File: config.mk
export PLATFORM = sky130hd
export DESIGN_NAME = k16_fb_write_arbiter
export DESIGN_NICKNAME = d
export VERILOG_FILES = /design/src/rtl/k16_fb_pkg.sv /design/src/rtl/k16_fill_gen.sv /design/src/rtl/k16_fb_write_arbiter.sv
export SDC_FILE = /design/constraint.sdc
export NUM_CORES = 1
export LEC_CHECK = 0
export CORE_MARGIN = 2
export CORE_UTILIZATION = 47
export DETAILED_ROUTE_END_ITERATION = 8
export GPL_ROUTABILITY_DRIVEN = 0
export HOLD_SLACK_MARGIN = 0.15
export PLACE_DENSITY = 0.8
export REMOVE_ABC_BUFFERS = 1
export SETUP_SLACK_MARGIN = 0.3
export SLEW_MARGIN = 30
export SYNTH_ARGS = -nofsm -noshare
export SYNTH_HDL_FRONTEND = slang
export SYNTH_SLANG_ARGS = --single-unit
File: constraint.sdc
create_clock -name clk -period 2.06 [get_ports clk]
set_input_delay 0.412 -clock clk [delete_from_list [all_inputs] [get_ports clk]]
set_output_delay 0.412 -clock clk [all_outputs]
set_load 0.05 [all_outputs]
File: src/rtl/k16_fb_pkg.sv
// Shared defaults and state encoding for the K16 framebuffer write path.
package k16_fb_pkg;

  localparam int K16_ADDR_WIDTH = 11;
  localparam int K16_DATA_WIDTH = 16;

  typedef enum logic [0:0] {
    ST_IDLE = 1'b0,
    ST_FILL = 1'b1
  } fb_state_e;

endpackage

File: src/rtl/k16_fill_gen.sv
// Block-fill address/count/value registers; address wraps modulo 2^ADDR_WIDTH.
module k16_fill_gen
  import k16_fb_pkg::*;
#(
  parameter int ADDR_WIDTH = K16_ADDR_WIDTH,
  parameter int DATA_WIDTH = K16_DATA_WIDTH
) (
  input  logic                  clk,
  input  logic                  rst_n,
  input  logic                  load,
  input  logic                  advance,
  input  logic [ADDR_WIDTH-1:0] base,
  input  logic [ADDR_WIDTH:0]   count,
  input  logic [DATA_WIDTH-1:0] value,
  output logic [ADDR_WIDTH-1:0] addr,
  output logic [DATA_WIDTH-1:0] data,
  output logic                  last
);

  localparam logic [ADDR_WIDTH-1:0] ADDR_ONE  = {{(ADDR_WIDTH-1){1'b0}}, 1'b1};
  localparam logic [ADDR_WIDTH:0]   COUNT_ONE = {{ADDR_WIDTH{1'b0}}, 1'b1};

  logic [ADDR_WIDTH-1:0] addr_r;
  logic [ADDR_WIDTH:0]   remain_r;
  logic [DATA_WIDTH-1:0] value_r;

  // Latch a new fill on load, step address and remaining count on advance.
  always_ff @(posedge clk or negedge rst_n) begin
    if (!rst_n) begin
      addr_r   <= {ADDR_WIDTH{1'b0}};
      remain_r <= {(ADDR_WIDTH+1){1'b0}};
      value_r  <= {DATA_WIDTH{1'b0}};
    end else if (load) begin
      addr_r   <= base;
      remain_r <= count;
      value_r  <= value;
    end else if (advance) begin
      addr_r   <= addr_r + ADDR_ONE;
      remain_r <= remain_r - COUNT_ONE;
    end
  end

  assign addr = addr_r;
  assign data = value_r;
  assign last = (remain_r == COUNT_ONE);

endmodule

File: src/rtl/k16_fb_write_arbiter.sv
// Framebuffer write port arbiter: CPU writes take priority over block-fill writes.
module k16_fb_write_arbiter
  import k16_fb_pkg::*;
#(
  parameter int ADDR_WIDTH = K16_ADDR_WIDTH,
  parameter int DATA_WIDTH = K16_DATA_WIDTH
) (
  input  logic                  clk,
  input  logic                  rst_n,
  input  logic                  cpu_req,
  input  logic [ADDR_WIDTH-1:0] cpu_addr,
  input  logic [DATA_WIDTH-1:0] cpu_data,
  output logic                  cpu_ack,
  input  logic                  fill_start,
  input  logic [ADDR_WIDTH-1:0] fill_base,
  input  logic [ADDR_WIDTH:0]   fill_count,
  input  logic [DATA_WIDTH-1:0] fill_value,
  output logic                  fill_busy,
  output logic                  fill_done,
  output logic                  fb_we,
  output logic [ADDR_WIDTH-1:0] fb_waddr,
  output logic [DATA_WIDTH-1:0] fb_din
);

  localparam logic [ADDR_WIDTH:0] COUNT_ZERO = {(ADDR_WIDTH+1){1'b0}};

  fb_state_e             state_r, next_state_s;
  logic                  cpu_grant_s, fill_accept_s, load_s, advance_s;
  logic                  we_s, ack_s, done_s, busy_s;
  logic [ADDR_WIDTH-1:0] waddr_s, gen_addr_s;
  logic [DATA_WIDTH-1:0] din_s, gen_data_s;
  logic                  gen_last_s;

  // The registered ack blocks a back-to-back grant, so a held request gets every other slot.
  assign cpu_grant_s   = cpu_req & ~cpu_ack;
  assign fill_accept_s = fill_start & ~fill_busy & (state_r == ST_IDLE);

  k16_fill_gen #(
    .ADDR_WIDTH(ADDR_WIDTH),
    .DATA_WIDTH(DATA_WIDTH)
  ) u_fill_gen (
    .clk    (clk),
    .rst_n  (rst_n),
    .load   (load_s),
    .advance(advance_s),
    .base   (fill_base),
    .count  (fill_count),
    .value  (fill_value),
    .addr   (gen_addr_s),
    .data   (gen_data_s),
    .last   (gen_last_s)
  );

  // Grant decision and next state.
  always_comb begin
    next_state_s = state_r;
    load_s       = 1'b0;
    advance_s    = 1'b0;
    we_s         = 1'b0;
    ack_s        = 1'b0;
    done_s       = 1'b0;
    waddr_s      = fb_waddr;
    din_s        = fb_din;
    case (state_r)
      ST_IDLE: begin
        if (cpu_grant_s) begin
          we_s    = 1'b1;
          ack_s   = 1'b1;
          waddr_s = cpu_addr;
          din_s   = cpu_data;
        end else begin
          we_s = 1'b0;
        end
        if (fill_accept_s && (fill_count != COUNT_ZERO)) begin
          load_s       = 1'b1;
          next_state_s = ST_FILL;
        end else if (fill_accept_s) begin
          done_s = 1'b1;
        end else begin
          next_state_s = ST_IDLE;
        end
      end
      ST_FILL: begin
        if (cpu_grant_s) begin
          we_s    = 1'b1;
          ack_s   = 1'b1;
          waddr_s = cpu_addr;
          din_s   = cpu_data;
        end else begin
          we_s      = 1'b1;
          advance_s = 1'b1;
          waddr_s   = gen_addr_s;
          din_s     = gen_data_s;
          if (gen_last_s) begin
            done_s       = 1'b1;
            next_state_s = ST_IDLE;
          end else begin
            next_state_s = ST_FILL;
          end
        end
      end
      default: next_state_s = ST_IDLE;
    endcase
  end

  // Busy stays high through the cycle that carries the final fill write.
  assign busy_s = (next_state_s == ST_FILL) | (state_r == ST_FILL);

  // State and registered outputs.
  always_ff @(posedge clk or negedge rst_n) begin
    if (!rst_n) begin
      state_r   <= ST_IDLE;
      cpu_ack   <= 1'b0;
      fill_busy <= 1'b0;
      fill_done <= 1'b0;
      fb_we     <= 1'b0;
      fb_waddr  <= {ADDR_WIDTH{1'b0}};
      fb_din    <= {DATA_WIDTH{1'b0}};
    end else begin
      state_r   <= next_state_s;
      cpu_ack   <= ack_s;
      fill_busy <= busy_s;
      fill_done <= done_s;
      fb_we     <= we_s;
      fb_waddr  <= waddr_s;
      fb_din    <= din_s;
    end
  end

endmodule

* Word level (Yosys, flattened, before mapping)
Cells that the tools add are included.
Cells by class: add/subtract/negate cells 2, eq/ne operators 2, muxes and demuxes 24, bitwise logic cells 7, reductions and logical operators 3
Operator list (count):
- $mux W11 | 4
- $mux W16 | 2
- $pmux W16 S2 | 1
- $mux W12 | 2
- $pmux W11 S2 | 1
- $eq A12 B1 Y1 const B | 1
- $reduce_bool A12 Y1 | 1
- $sub A12 B1 Y12 const B | 1
- $add A11 B1 Y11 const B | 1
- $mux W1 | 11
- $pmux W1 S2 | 3
- $and A1 B1 Y1 | 3
- $not A1 Y1 | 3
- $ne A2 B2 Y1 const B | 1
- $reduce_bool A2 Y1 | 1
- $logic_and A1 B1 Y1 | 1
- $or A1 B1 Y1 | 1
Storage, ports and cells: register bits 71, output and inout bits 31, word-level logic and storage cells 48

* Logic depth before layout (Yosys ltp)
Gate-level depths: netlist of run 1.
depth after elaboration 7, depth in mapped cells 6, gate-level depth less buffers 5

* By module
From an unflattened synthesis of run 1, not the netlist that was laid out.
Unflattened totals: cells, all modules 309, area, all modules 3354.5 sq um
By module, submodules not included:
- k16_fill_gen | instances 1, cells each 172, area an instance 1871.8 sq um, sequential area each 975.9 sq um
- k16_fb_write_arbiter | instances 1, cells each 137, area an instance 1482.7 sq um, sequential area each 800.8 sq um

* Worst setup path before layout of run 1
No wires, ideal clock.
path type input to register, start point in fill_count[4], end point reg u_fill_gen.addr_r[10], in the netlist u_fill_gen.addr[10], data arrival time 1860 ps, slack 73 ps, cell stages on the path 5, path through or4_4 > o31a_1 > buf_6 > buf_6 > a221o_1
Between the ends: cells in the longest elaborated chain, start to end 5, elaborated cells on any way between the ends 6
Ends and longest elaborated chain:
- from (decl) | RTL line k16_fb_write_arbiter.sv:16 | input logic [ADDR_WIDTH:0] fill_count,
- $reduce_bool A12 Y1 * | RTL line k16_fb_write_arbiter.sv:74 | if (fill_accept_s && (fill_count != COUNT_ZERO)) begin
- $logic_and A1 B1 Y1 * | RTL line k16_fb_write_arbiter.sv:74
- $mux W1 * | RTL line k16_fb_write_arbiter.sv:74
- $mux W1 * | RTL line k16_fb_write_arbiter.sv:64 | case (state_r)
- $mux W11 or $reduce_bool A2 Y1 (tied branches)
- to (signal assigned) | RTL line k16_fill_gen.sv:30 | addr_r <= {ADDR_WIDTH{1'b0}};
- to (signal assigned) | RTL line k16_fill_gen.sv:34 | addr_r <= base;
- to (signal assigned) | RTL line k16_fill_gen.sv:38 | addr_r <= addr_r + ADDR_ONE;
- to (decl) | RTL line k16_fill_gen.sv:23 | logic [ADDR_WIDTH-1:0] addr_r;
Mark *: on every way between the ends. The rest lies on a longest branch, timed or not. A chain may end at the register's enable or synchronous reset.

* Final worst setup path of run 1
start point reg u_fill_gen.remain_r[9], end point reg u_fill_gen.remain_r[10]
Between the ends: cells in the longest elaborated chain, start to end 3
Ends and longest elaborated chain:
- from (decl) | RTL line k16_fill_gen.sv:24 | logic [ADDR_WIDTH:0] remain_r;
- from (signal assigned) | RTL line k16_fill_gen.sv:31 | remain_r <= {(ADDR_WIDTH+1){1'b0}};
- from (signal assigned) | RTL line k16_fill_gen.sv:35 | remain_r <= count;
- from (signal assigned) | RTL line k16_fill_gen.sv:39 | remain_r <= remain_r - COUNT_ONE;
- $sub A12 B1 Y12 | RTL line k16_fill_gen.sv:39
- $mux W12 | RTL line k16_fill_gen.sv:37 | end else if (advance) begin
- $mux W12 | RTL line k16_fill_gen.sv:33 | end else if (load) begin
No other way between the ends. The select of a mux whose other input is x is not followed.

==> results.py, run 1 <==
metrics = {
    "global_route": {
        "globalRouteOverflowTotal": 0,
        "grt_pass1_vias": 3115,
        "grt_pass1_wl_um": 14280,
        "grt_max_degree": 57,
        "antenna_found_initial": 0,
        "gr-usage-all-layers": 0.2392,
    },
    "floorplanning": {
        "core_um2": 6869,
        "rows": 30,
        "die_h_um": 88.53,
        "die_area_um2": 7838,
        "die_x_um": 88.53,
        "initial_core_util": 0.4889,
        "num_io_pins": 101,
    },
    "place": {
        "dp_hpwl_um": 5730,
        "port_buffers": 100,
    },
    "route": {
        "viasPerCell": 5.486,
        "wl_um": 9064,
        "drc_errors": 0,
        "vias": 2979,
        "drt_first_pass_iters": 6,
        "post_drt_wl_per_cell_um": 16.69,
        "drtIter0Drc": 143,
        "ant_nets": 0,
    },
    "power_and_ir_drop": {
        "peakVddDrop_mv": 0.8481,
        "p_leak_uw": 0.002347,
        "power_density_nw_per_um2": 1388,
    },
    "sta": {
        "hold_viol": 0,
        "fmax_mhz": 547.7,
        "setup_viol": 0,
        "slew_viol_final": 0,
        "finalCriticalPeriod_ps": 1826,
        "finalCritPeriodShare": 0.8863,
        "tightestPinTransition_ps": 534.7,
        "rsz0062_at_grt": "yes",
        "whs_ps": 276.5,
        "skew_ps": 12.68,
        "slew_headroom": 0.6449,
        "tns_ps": 0,
    },
    "yosys": {
        "seq_area_frac_synth": 0.5291,
        "netlist_instances": 312,
        "netlist-cell-type-count": 39,
        "synth_commonest_cells": "71 x dfrtp_1, 46 x nand2_1, 37 x o21ai_0",
        "syn_area_um2": 3358,
        "synth_edf_count": 0,
        "ys_seq_elements": 71,
        "yosysMostFrequentCell": "dfrtp_1",
        "synth_top_flop_cell": "dfrtp_1",
        "yosys_warnings": 0,
        "avgSynthCellArea_um2": 10.76,
        "synth.top_cell.area_share": 0.5291,
        "yosys.area.top_type": "dfrtp_1",
        "synth_area_leaders": "dfrtp_1 53%, mux2i_1 8.9%, o21ai_0 5.5%, mux2_2 5.4%, nand2_1 5.1%",
        "synthArstFlopShare": 1.000,
    },
    "setup_path": {
        "setup.worst_path.class": "reg -> reg",
        "worstPathArrival_ps": 2110,
        "start_kind": "flop",
        "critPathCaptureType": "flop",
        "path_cells": "or4_4 > or3_4 > or3_1 > nand3_1",
        "cp_slowest_cell": "or4_4",
        "cp_max_fo": 3,
        "cp_data_required_time_ps": 2350,
        "slowest_delay_ps": 550,
    },
    "layout": {
        "drive_above_1_share": 0.2170,
        "layout.nets": 515,
        "fin_util": 0.7392,
        "antenna_cells": 0,
        "fillCellCount": 474,
        "area_delta_synth_final_pct": 51.19,
    },
    "clock_tree": {
        "cts_root_buf": "clkbuf_8",
        "cts_buffer_depth": 2,
        "worstSkewPairLatency_ps": 350,
        "cts_tree": "yes",
        "clk_pin_slew_worst_paths_ps": 80,
        "cts_made_buffers": 9,
        "htreeDepth": 3,
        "clock-sinks": 71,
    },
    "status": {
        "status": "completed",
    },
    "run": {
        "max-cap-violations": 0,
    },
    "worst_hold_path": {
        "hold_class": "in -> reg",
    },
}
-- path summary, 6_finish.rpt --
path,startpoint,end,slack (ps),depth (start not counted)
max in group asynchronous,rst_n,fb_din[0],910,3
setup / recovery,u_fill_gen.remain_r[9],u_fill_gen.remain_r[10],230,4
setup reg to reg,u_fill_gen.remain_r[9],u_fill_gen.remain_r[10],230,4
hold reg to reg,u_fill_gen.data[11],u_fill_gen.data[11],520,1
hold / removal,fill_count[8],u_fill_gen.remain_r[8],280,3
min in group asynchronous,rst_n,fb_we,570,2
-- timing repair --
item | in CTS | in global routing
buffers inserted | 6 | 3
gates cloned | 5 | 0
setup endpoints to repair | 73 | 35
pin swaps | 8 | 6
endpoints found under the hold margin | 35 | 0
gates resized for setup | 89 | 23
hold buffers | 1 | 0
-- cells in the final DEF (no fill, tap or decap), types with 9 or more instances in the layout --
cell / netlist / layout
buf_4: 0 / 20
buf_6: 3 / 9
clkbuf_8: 0 / 10
clkdlybuf4s50_1: 0 / 55
dfrtp_1: 71 / 70
dlygate4sd2_1: 0 / 31
mux2_2: 16 / 14
mux2i_1: 30 / 30
nand2_1: 46 / 44
o21ai_0: 37 / 34
-- critical path: cells and delay by family, from the launching register on --
| kind | cells | cell delay, ps |
|---|---|---|
| DFF | 1 | 400 |
| and+or+nand+nor | 4 | 1370 |
-- registers in the layout, indices dropped and copies added (netlist names) --
name / count
fb_din: 16
fb_we: 1
u_fill_gen.data: 16
fill_busy: 1
cpu_ack: 1
state_r: 1
fill_done: 1
fb_waddr: 11
u_fill_gen.addr: 11
u_fill_gen.remain_r: 12
-- area by class of cell --
class / instances / area (um2) / area share
Timing Repair Buffer: 134 / 1301 / 0.2563
Multi-Input combinational cell: 220 / 1585 / 0.3122
Sequential cell: 71 / 1778 / 0.3502
Inverter: 6 / 22.52 / 0.004436
Clock buffer: 11 / 141.4 / 0.02785
Tap cell: 96 / 120.1 / 0.02366
Clock inverter: 5 / 128.9 / 0.02538
-- metrics by stage --
| stage | cell area (um2) | setup slack [ps] | power, uW | cells |
|---|---|---|---|---|
| final | 5077 | 234.3 | 7048 | 543 |
| after global routing | 5077 | 215.1 | 7422 | 543 |
| after CTS | 5002 | 225.5 | 6940 | 540 |
| after detailed placement | 4598 | -463.2 | 5465 | 512 |
| after global placement | 4598 | -439.4 | 5399 | 512 |
| after floorplan | 3269 | -1047 | 4399 | 295 |
-- kinds of logic (layout without fill, tap and decap cells) --
logic type,count (synthesis),count (layout),share of synthesized area
DFF,71,71,0.5291
and+or+nand+nor,100,100,0.1475
xor gates and xnor gates,5,5,0.01304
AOI/OAI and AO/OA,64,66,0.1230
buffers and inverters,23,156,0.03316
adders and majority gates,3,3,0.01118
muxes,46,46,0.1431
-- report_power, final --
group | switching (uW) | total [uW] | internal (uW)
registers | 479 | 2490 | 2010
clock network | 525 | 1490 | 963
logic | 1830 | 3070 | 1240
total | 2840 | 7050 | 4210
-- metal layers --
metal	wire [um]	global-route usage	part of all wire
met5	0	0	0
met4	181	0.08127	0.020
met3	673	0.06903	0.074
met2	4426	0.4060	0.49
met1	3784	0.2936	0.42
(Power assumes the default switching activity.)
==> run 2, diff against run 1 <==
- ABC_AREA: default -> 1
- CORE_UTILIZATION: 47 -> 48
- PLACE_DENSITY: 0.8 -> 0.81
- SETUP_SLACK_MARGIN: 0.3 -> 0.15
==> run 2 against run 1 <==
Critical path depth is 4 higher. Hold slack better by 200 ps. First-iteration DRC count increased by 52%. Power decreased by 5.9%. Critical path type is now in -> reg.
==> results.py, run 2 <==
metrics = {
    "power_and_ir_drop": {
        "pwr-share-seq": 0.374,
        "power_density_nw_per_um2": 1380,
        "peakVddDrop_mv": 0.5552,
        "clkPwrFrac": 0.160,
        "swShare": 0.4628,
        "power_frac_comb": 0.466,
        "switching_power_uw": 3070,
        "cell_internal_pwr_uw": 3564,
        "p_total_uw": 6634,
        "p_leak_uw": 0.002405,
    },
    "clock_tree": {
        "clk_pin_slew_worst_paths_ps": 80,
        "worstSkewPairLatency_ps": 350,
        "cts_made_buffers": 9,
        "htreeDepth": 3,
        "cts_buffer_depth": 2,
        "clock-sinks": 71,
        "cts_tree": "yes",
        "cts_root_buf": "clkbuf_8",
    },
    "sta": {
        "setup_ws_ps": 264.5,
        "whs_ps": 477.9,
        "fmax_mhz": 556.9,
        "skew_ps": 9.269,
        "slew_viol_final": 0,
        "finalCritPeriodShare": 0.8716,
        "setup_viol": 0,
        "tns_ps": 0,
        "hold_viol": 0,
        "rsz0062_at_grt": "no",
        "tightestPinTransition_ps": 660.5,
        "slew_headroom": 0.5591,
        "finalCriticalPeriod_ps": 1796,
    },
    "layout": {
        "layout_common_cells": "199 x nand2_1, 78 x nand3_1, 71 x dfrtp_1",
        "area_delta_synth_final_pct": 36.98,
        "antenna_cells": 0,
        "drive_above_1_share": 0.06196,
        "layout.nets": 650,
        "final_common_cell": "nand2_1",
        "final_cells": 680,
        "fillCellCount": 620,
    },
    "floorplanning": {
        "num_io_pins": 101,
        "die_h_um": 89.50,
        "rows": 31,
        "initial_core_util": 0.4889,
        "die_x_um": 89.50,
        "core_um2": 7176,
        "die_area_um2": 8009,
    },
    "setup_path": {
        "setup.worst_path.class": "in -> reg",
        "critPathCaptureType": "flop",
        "cp_data_required_time_ps": 2290,
        "worstPathArrival_ps": 2030,
        "start_kind": "input pin",
        "cp_max_fo": 38,
    },
    "yosys": {
        "syn_area_um2": 3508,
        "yosys.area.top_type": "dfrtp_1",
        "synthArstFlopShare": 1.000,
        "netlist-cell-type-count": 21,
        "synth.top_cell.area_share": 0.5064,
        "ys_seq_elements": 71,
        "synth_top_flop_cell": "dfrtp_1",
        "yosys_warnings": 0,
        "synth_commonest_cells": "199 x nand2_1, 78 x nand3_1, 71 x dfrtp_1",
        "netlist_instances": 468,
        "seq_area_frac_synth": 0.5064,
        "synth_area_leaders": "dfrtp_1 51%, nand2_1 21%, nand3_1 11%, inv_1 3.6%, nor2_1 3.5%",
        "synth_edf_count": 0,
        "yosysMostFrequentCell": "nand2_1",
        "avgSynthCellArea_um2": 7.497,
    },
    "route": {
        "viasPerCell": 5.053,
        "drc_errors": 0,
        "wl_um": 9116,
        "vias": 3436,
        "ant_nets": 0,
        "drtIter0Drc": 217,
        "drt_first_pass_iters": 5,
        "post_drt_wl_per_cell_um": 13.41,
    },
    "place": {
        "dpl.cell_count": 664,
        "port_buffers": 100,
        "dp_slack_ps": -84.66,
        "dp_hpwl_um": 6427,
    },
    "global_route": {
        "gr-usage-all-layers": 0.2425,
        "grt_max_degree": 39,
        "globalRouteOverflowTotal": 0,
        "grt_pass1_vias": 3217,
        "antenna_found_initial": 0,
        "grt_pass1_wl_um": 14620,
    },
    "status": {
        "status": "completed",
    },
    "run": {
        "max-cap-violations": 0,
    },
    "worst_hold_path": {
        "hold_class": "reg -> reg",
    },
}
-- run 2: cell types whose count changed after synthesis, moves of 5 or more --
cell,delta
mux2_2,-16
nand3_1,+70
o21ai_0,-28
nor2_1,+25
mux2i_1,-30
or3_1,-6
a221o_1,-5
nand2_1,+153
inv_1,+28
buf_2,+10
clkbuf_1,-8
-- run 2: area by class of cell --
cell class	instances	area, um2	area share
clock buffer	11	131.4	0.02734
inverter	36	135.1	0.02812
tap	99	123.9	0.02577
sequential	71	1777	0.3697
clock inverter	4	47.55	0.009893
timing repair buffer	116	1097	0.2283
multi-input combinational	343	1494	0.3109
-- run 2: cell families (layout without fill, tap and decap cells) --
family	count (synthesis)	count (layout)	synth area share
buffers and inverters	54	167	0.06847
AOI/OAI and AO/OA	14	14	0.02354
DFF	71	71	0.5064
xor gates and xnor gates	1	1	0.002497
and+or+nand+nor	325	325	0.3884
adders and majority gates	3	3	0.01070
-- run 2: metrics by stage --
step                area (um2)  utilization
floorplan                 3403            -
global placement          4651       0.6481
detailed placement        4651       0.6481
CTS                       4803       0.6694
global route              4806       0.6697
finish                    4806       0.6697
-- run 2: worst paths after layout --
check | cells after the start | slack, ps | end | start
max | 8 | 260 | u_fill_gen.remain_r[10] | fill_count[5]
min reg2reg | 2 | 480 | fb_waddr[1] | fb_waddr[1]
min | 2 | 480 | fb_waddr[1] | fb_waddr[1]
max in group asynchronous | 3 | 910 | u_fill_gen.remain_r[2] | rst_n
max reg2reg | 5 | 340 | u_fill_gen.remain_r[10] | state_r
min in group asynchronous | 2 | 580 | u_fill_gen.remain_r[7] | rst_n
-- run 2: repair_timing --
| action | 4_1_cts | 5_1_grt |
|---|---|---|
| endpoints found under the hold margin | 37 | 0 |
| setup endpoints to repair | 29 | 1 |
| hold buffers | 1 | 0 |
| setup buffers | 0 | 0 |
| gates resized for setup | 29 | 1 |
-- run 2: routing by layer --
metal  share of wire  global-route usage
met5               0                   0
met4           0.019              0.1072
met3           0.058             0.03416
met2            0.51              0.4337
met1            0.41              0.2893
-- run 2: power groups by stage --
stage               combinational, uW  sequential, uW  clock, uW
detailed placement               3270            2500          0
global placement                 3170            2470          0
finish                           3090            2480       1060
floorplan                        1220            3330          0
CTS                              3110            2470       1080
global route                     3400            2550       1140
-- run 2: critical path: stages --
cell	delay (ps)
clkdlybuf4s50_1	410
or2_1	220
nor2_1	210
nand2_1	120
nand2_2	100
inv_2	260
nand2_1	190
nand3_1	100
==> run 3, diff against run 2 <==
- CORE_UTILIZATION: 48 -> 49
- CTS_BUF_LIST: default -> sky130_fd_sc_hd__clkbuf_8
- PLACE_DENSITY: 0.81 -> 0.82
==> run 3 against run 2 <==
Sequential power barely moved. Cell count fell by 0.59%. Global-route usage rose by 0.45 points. Flip-flop and latch count did not move. Clock skew rose by 1.4 ps. Count of clock-buffer cells in the layout rose by 1. Worst setup slack got worse by 75 ps. Register-to-register slack improved by 120 ps. Core utilization rose by 3.8 points. First-iteration DRC count rose by 19%. Non-clock buffer count fell by 1. Hold slack got worse by 2.5 ps. Critical endpoint is now fill_done. Largest power group unchanged.
==> results.py, run 3 (synthesized netlist as in run 2, its figures left out) <==
metrics = {
    "status": {
        "status": "completed",
    },
    "layout": {
        "area.sequential_um2": 1777,
        "final_common_cell": "nand2_1",
        "layout_common_cells": "199 x nand2_1, 78 x nand3_1, 71 x dfrtp_1",
        "layout.nets": 649,
        "area_delta_synth_final_pct": 38.55,
        "multi_input_area_um2": 1494,
        "antenna_cells": 0,
        "drive_above_1_share": 0.06207,
        "fillCellCount": 569,
    },
    "clock_tree": {
        "cts_made_buffers": 9,
        "htreeDepth": 3,
        "clk_pin_slew_worst_paths_ps": 70,
        "clock-sinks": 71,
        "postCtsSetupBuffers": 0,
        "worstSkewPairLatency_ps": 340,
        "cts_tree": "yes",
        "cts_root_buf": "clkbuf_8",
        "cts_buffer_depth": 2,
    },
    "sta": {
        "finalCriticalPeriod_ps": 1871,
        "slew_viol_final": 0,
        "finalCritPeriodShare": 0.9083,
        "rsz0062_at_grt": "no",
        "setup_viol": 0,
        "slew_headroom": 0.6546,
        "tightestPinTransition_ps": 517.2,
        "fmax_mhz": 534.5,
        "skew_ps": 10.68,
        "tns_ps": 0,
        "hold_viol": 0,
    },
    "power_and_ir_drop": {
        "p_total_uw": 6656,
        "p_leak_uw": 0.002493,
        "peakVddDrop_mv": 0.6841,
        "power_density_nw_per_um2": 1369,
    },
    "worst_hold_path": {
        "min_path_cells": 2,
        "hold_class": "reg -> reg",
    },
    "route": {
        "drc_errors": 0,
        "wl_um": 9201,
        "drt_first_pass_iters": 6,
        "post_drt_wl_per_cell_um": 13.61,
        "ant_nets": 0,
        "viasPerCell": 5.151,
        "drtIter0Drc": 259,
        "vias": 3482,
    },
    "global_route": {
        "antenna_found_initial": 0,
        "grt_pass1_wl_um": 15060,
        "grt_pass1_vias": 3507,
        "grt_max_degree": 39,
        "gr-usage-all-layers": 0.2470,
        "globalRouteOverflowTotal": 0,
    },
    "setup_path": {
        "cp_num_cells": 1,
        "cp_slowest_cell": "clkdlybuf4s50_1",
        "start_kind": "flop",
        "setup.worst_path.class": "reg -> out",
        "rrSetupSlack_ps": 460,
        "cp_max_fo": 1,
        "critPathCaptureType": "output port",
        "rr_worst_depth": 9,
        "path_delay_family": "buffers and inverters",
        "cp_data_required_time_ps": 1650,
        "worstPathBufferInverterCount": 1,
        "worstPathArrival_ps": 1460,
        "path_cells": "clkdlybuf4s50_1",
        "slowest_delay_ps": 790,
    },
    "floorplanning": {
        "initial_core_util": 0.5107,
        "num_io_pins": 101,
        "core_um2": 6869,
        "rows": 30,
        "die_h_um": 88.62,
        "die_x_um": 88.62,
        "die_area_um2": 7853,
    },
    "run": {
        "max-cap-violations": 0,
    },
    "place": {
        "port_buffers": 100,
        "dp_hpwl_um": 6476,
    },
}
-- run 3: cell types whose count changed in the layout (fill, tap and decap cells not counted) --
cell             before  now
inv_2                 1    0
bufinv_16             1    0
clkdlybuf4s50_1      68   69
buf_12                1    2
dlygate4sd2_1        29   19
inv_4                 0    1
dlymetal6s2s_1        1   11
clkbuf_1              2    0
buf_4                16   11
buf_6                 0    2
clkbuf_8              9   12
-- run 3: per-stage QoR --
stage / cell area [um2] / cells / hold slack [ps] / util / setup WS (ps)
floorplan: 3403 / 450 / 116.4 / - / -300.5
global placement: 4654 / 660 / 392.9 / 0.6776 / -73.42
detailed placement: 4654 / 660 / 398.0 / 0.6776 / -142.3
CTS: 4823 / 676 / 485.3 / 0.7022 / 150.3
global route: 4861 / 676 / 496.1 / 0.7077 / 160.1
finish: 4861 / 676 / 475.4 / 0.7077 / 189.0
-- run 3: repair_timing --
action                                  CTS  global route
endpoints found under the setup margin   19            29
gates resized for setup                  19            15
cloned                                    0             0
endpoints found under the hold margin    33             0
hold buffers                              1             0
-- run 3: area by class of cell --
| class | instances | share of cell area |
|---|---|---|
| flip-flops and latches | 71 | 0.3655 |
| multi-input cells | 343 | 0.3073 |
| repair buffers | 115 | 0.2366 |
| clock buffers | 12 | 0.03398 |
| inverters | 36 | 0.02831 |
| well taps | 96 | 0.02471 |
| clock inverters | 3 | 0.003604 |
-- run 3: routing by layer --
metal / GRT usage / vias to the layer above / part of all wire
met3: 0.03545 / 15 / 0.050
met1: 0.2847 / 1654 / 0.41
met5: 0 / - / 0
li1: - / 1700 / -
met2: 0.4634 / 113 / 0.52
met4: 0.08953 / 0 / 0.014
-- run 3: final timing paths --
kind / start / endpoint
worst min-delay path: fb_din[13] / fb_din[13]
worst max register to register: u_fill_gen.remain_r[0] / u_fill_gen.remain_r[6]
worst max-delay path: fill_done / fill_done
max in group asynchronous: rst_n / u_fill_gen.addr[3]
worst min register to register: fb_din[13] / fb_din[13]
min in group asynchronous: rst_n / u_fill_gen.remain_r[5]
-- run 3: power breakdown --
group          total (uW)  internal, uW  switching, uW
combinational        3150          1050           2100
clock                1030           525            506
sequential           2480          2020            461
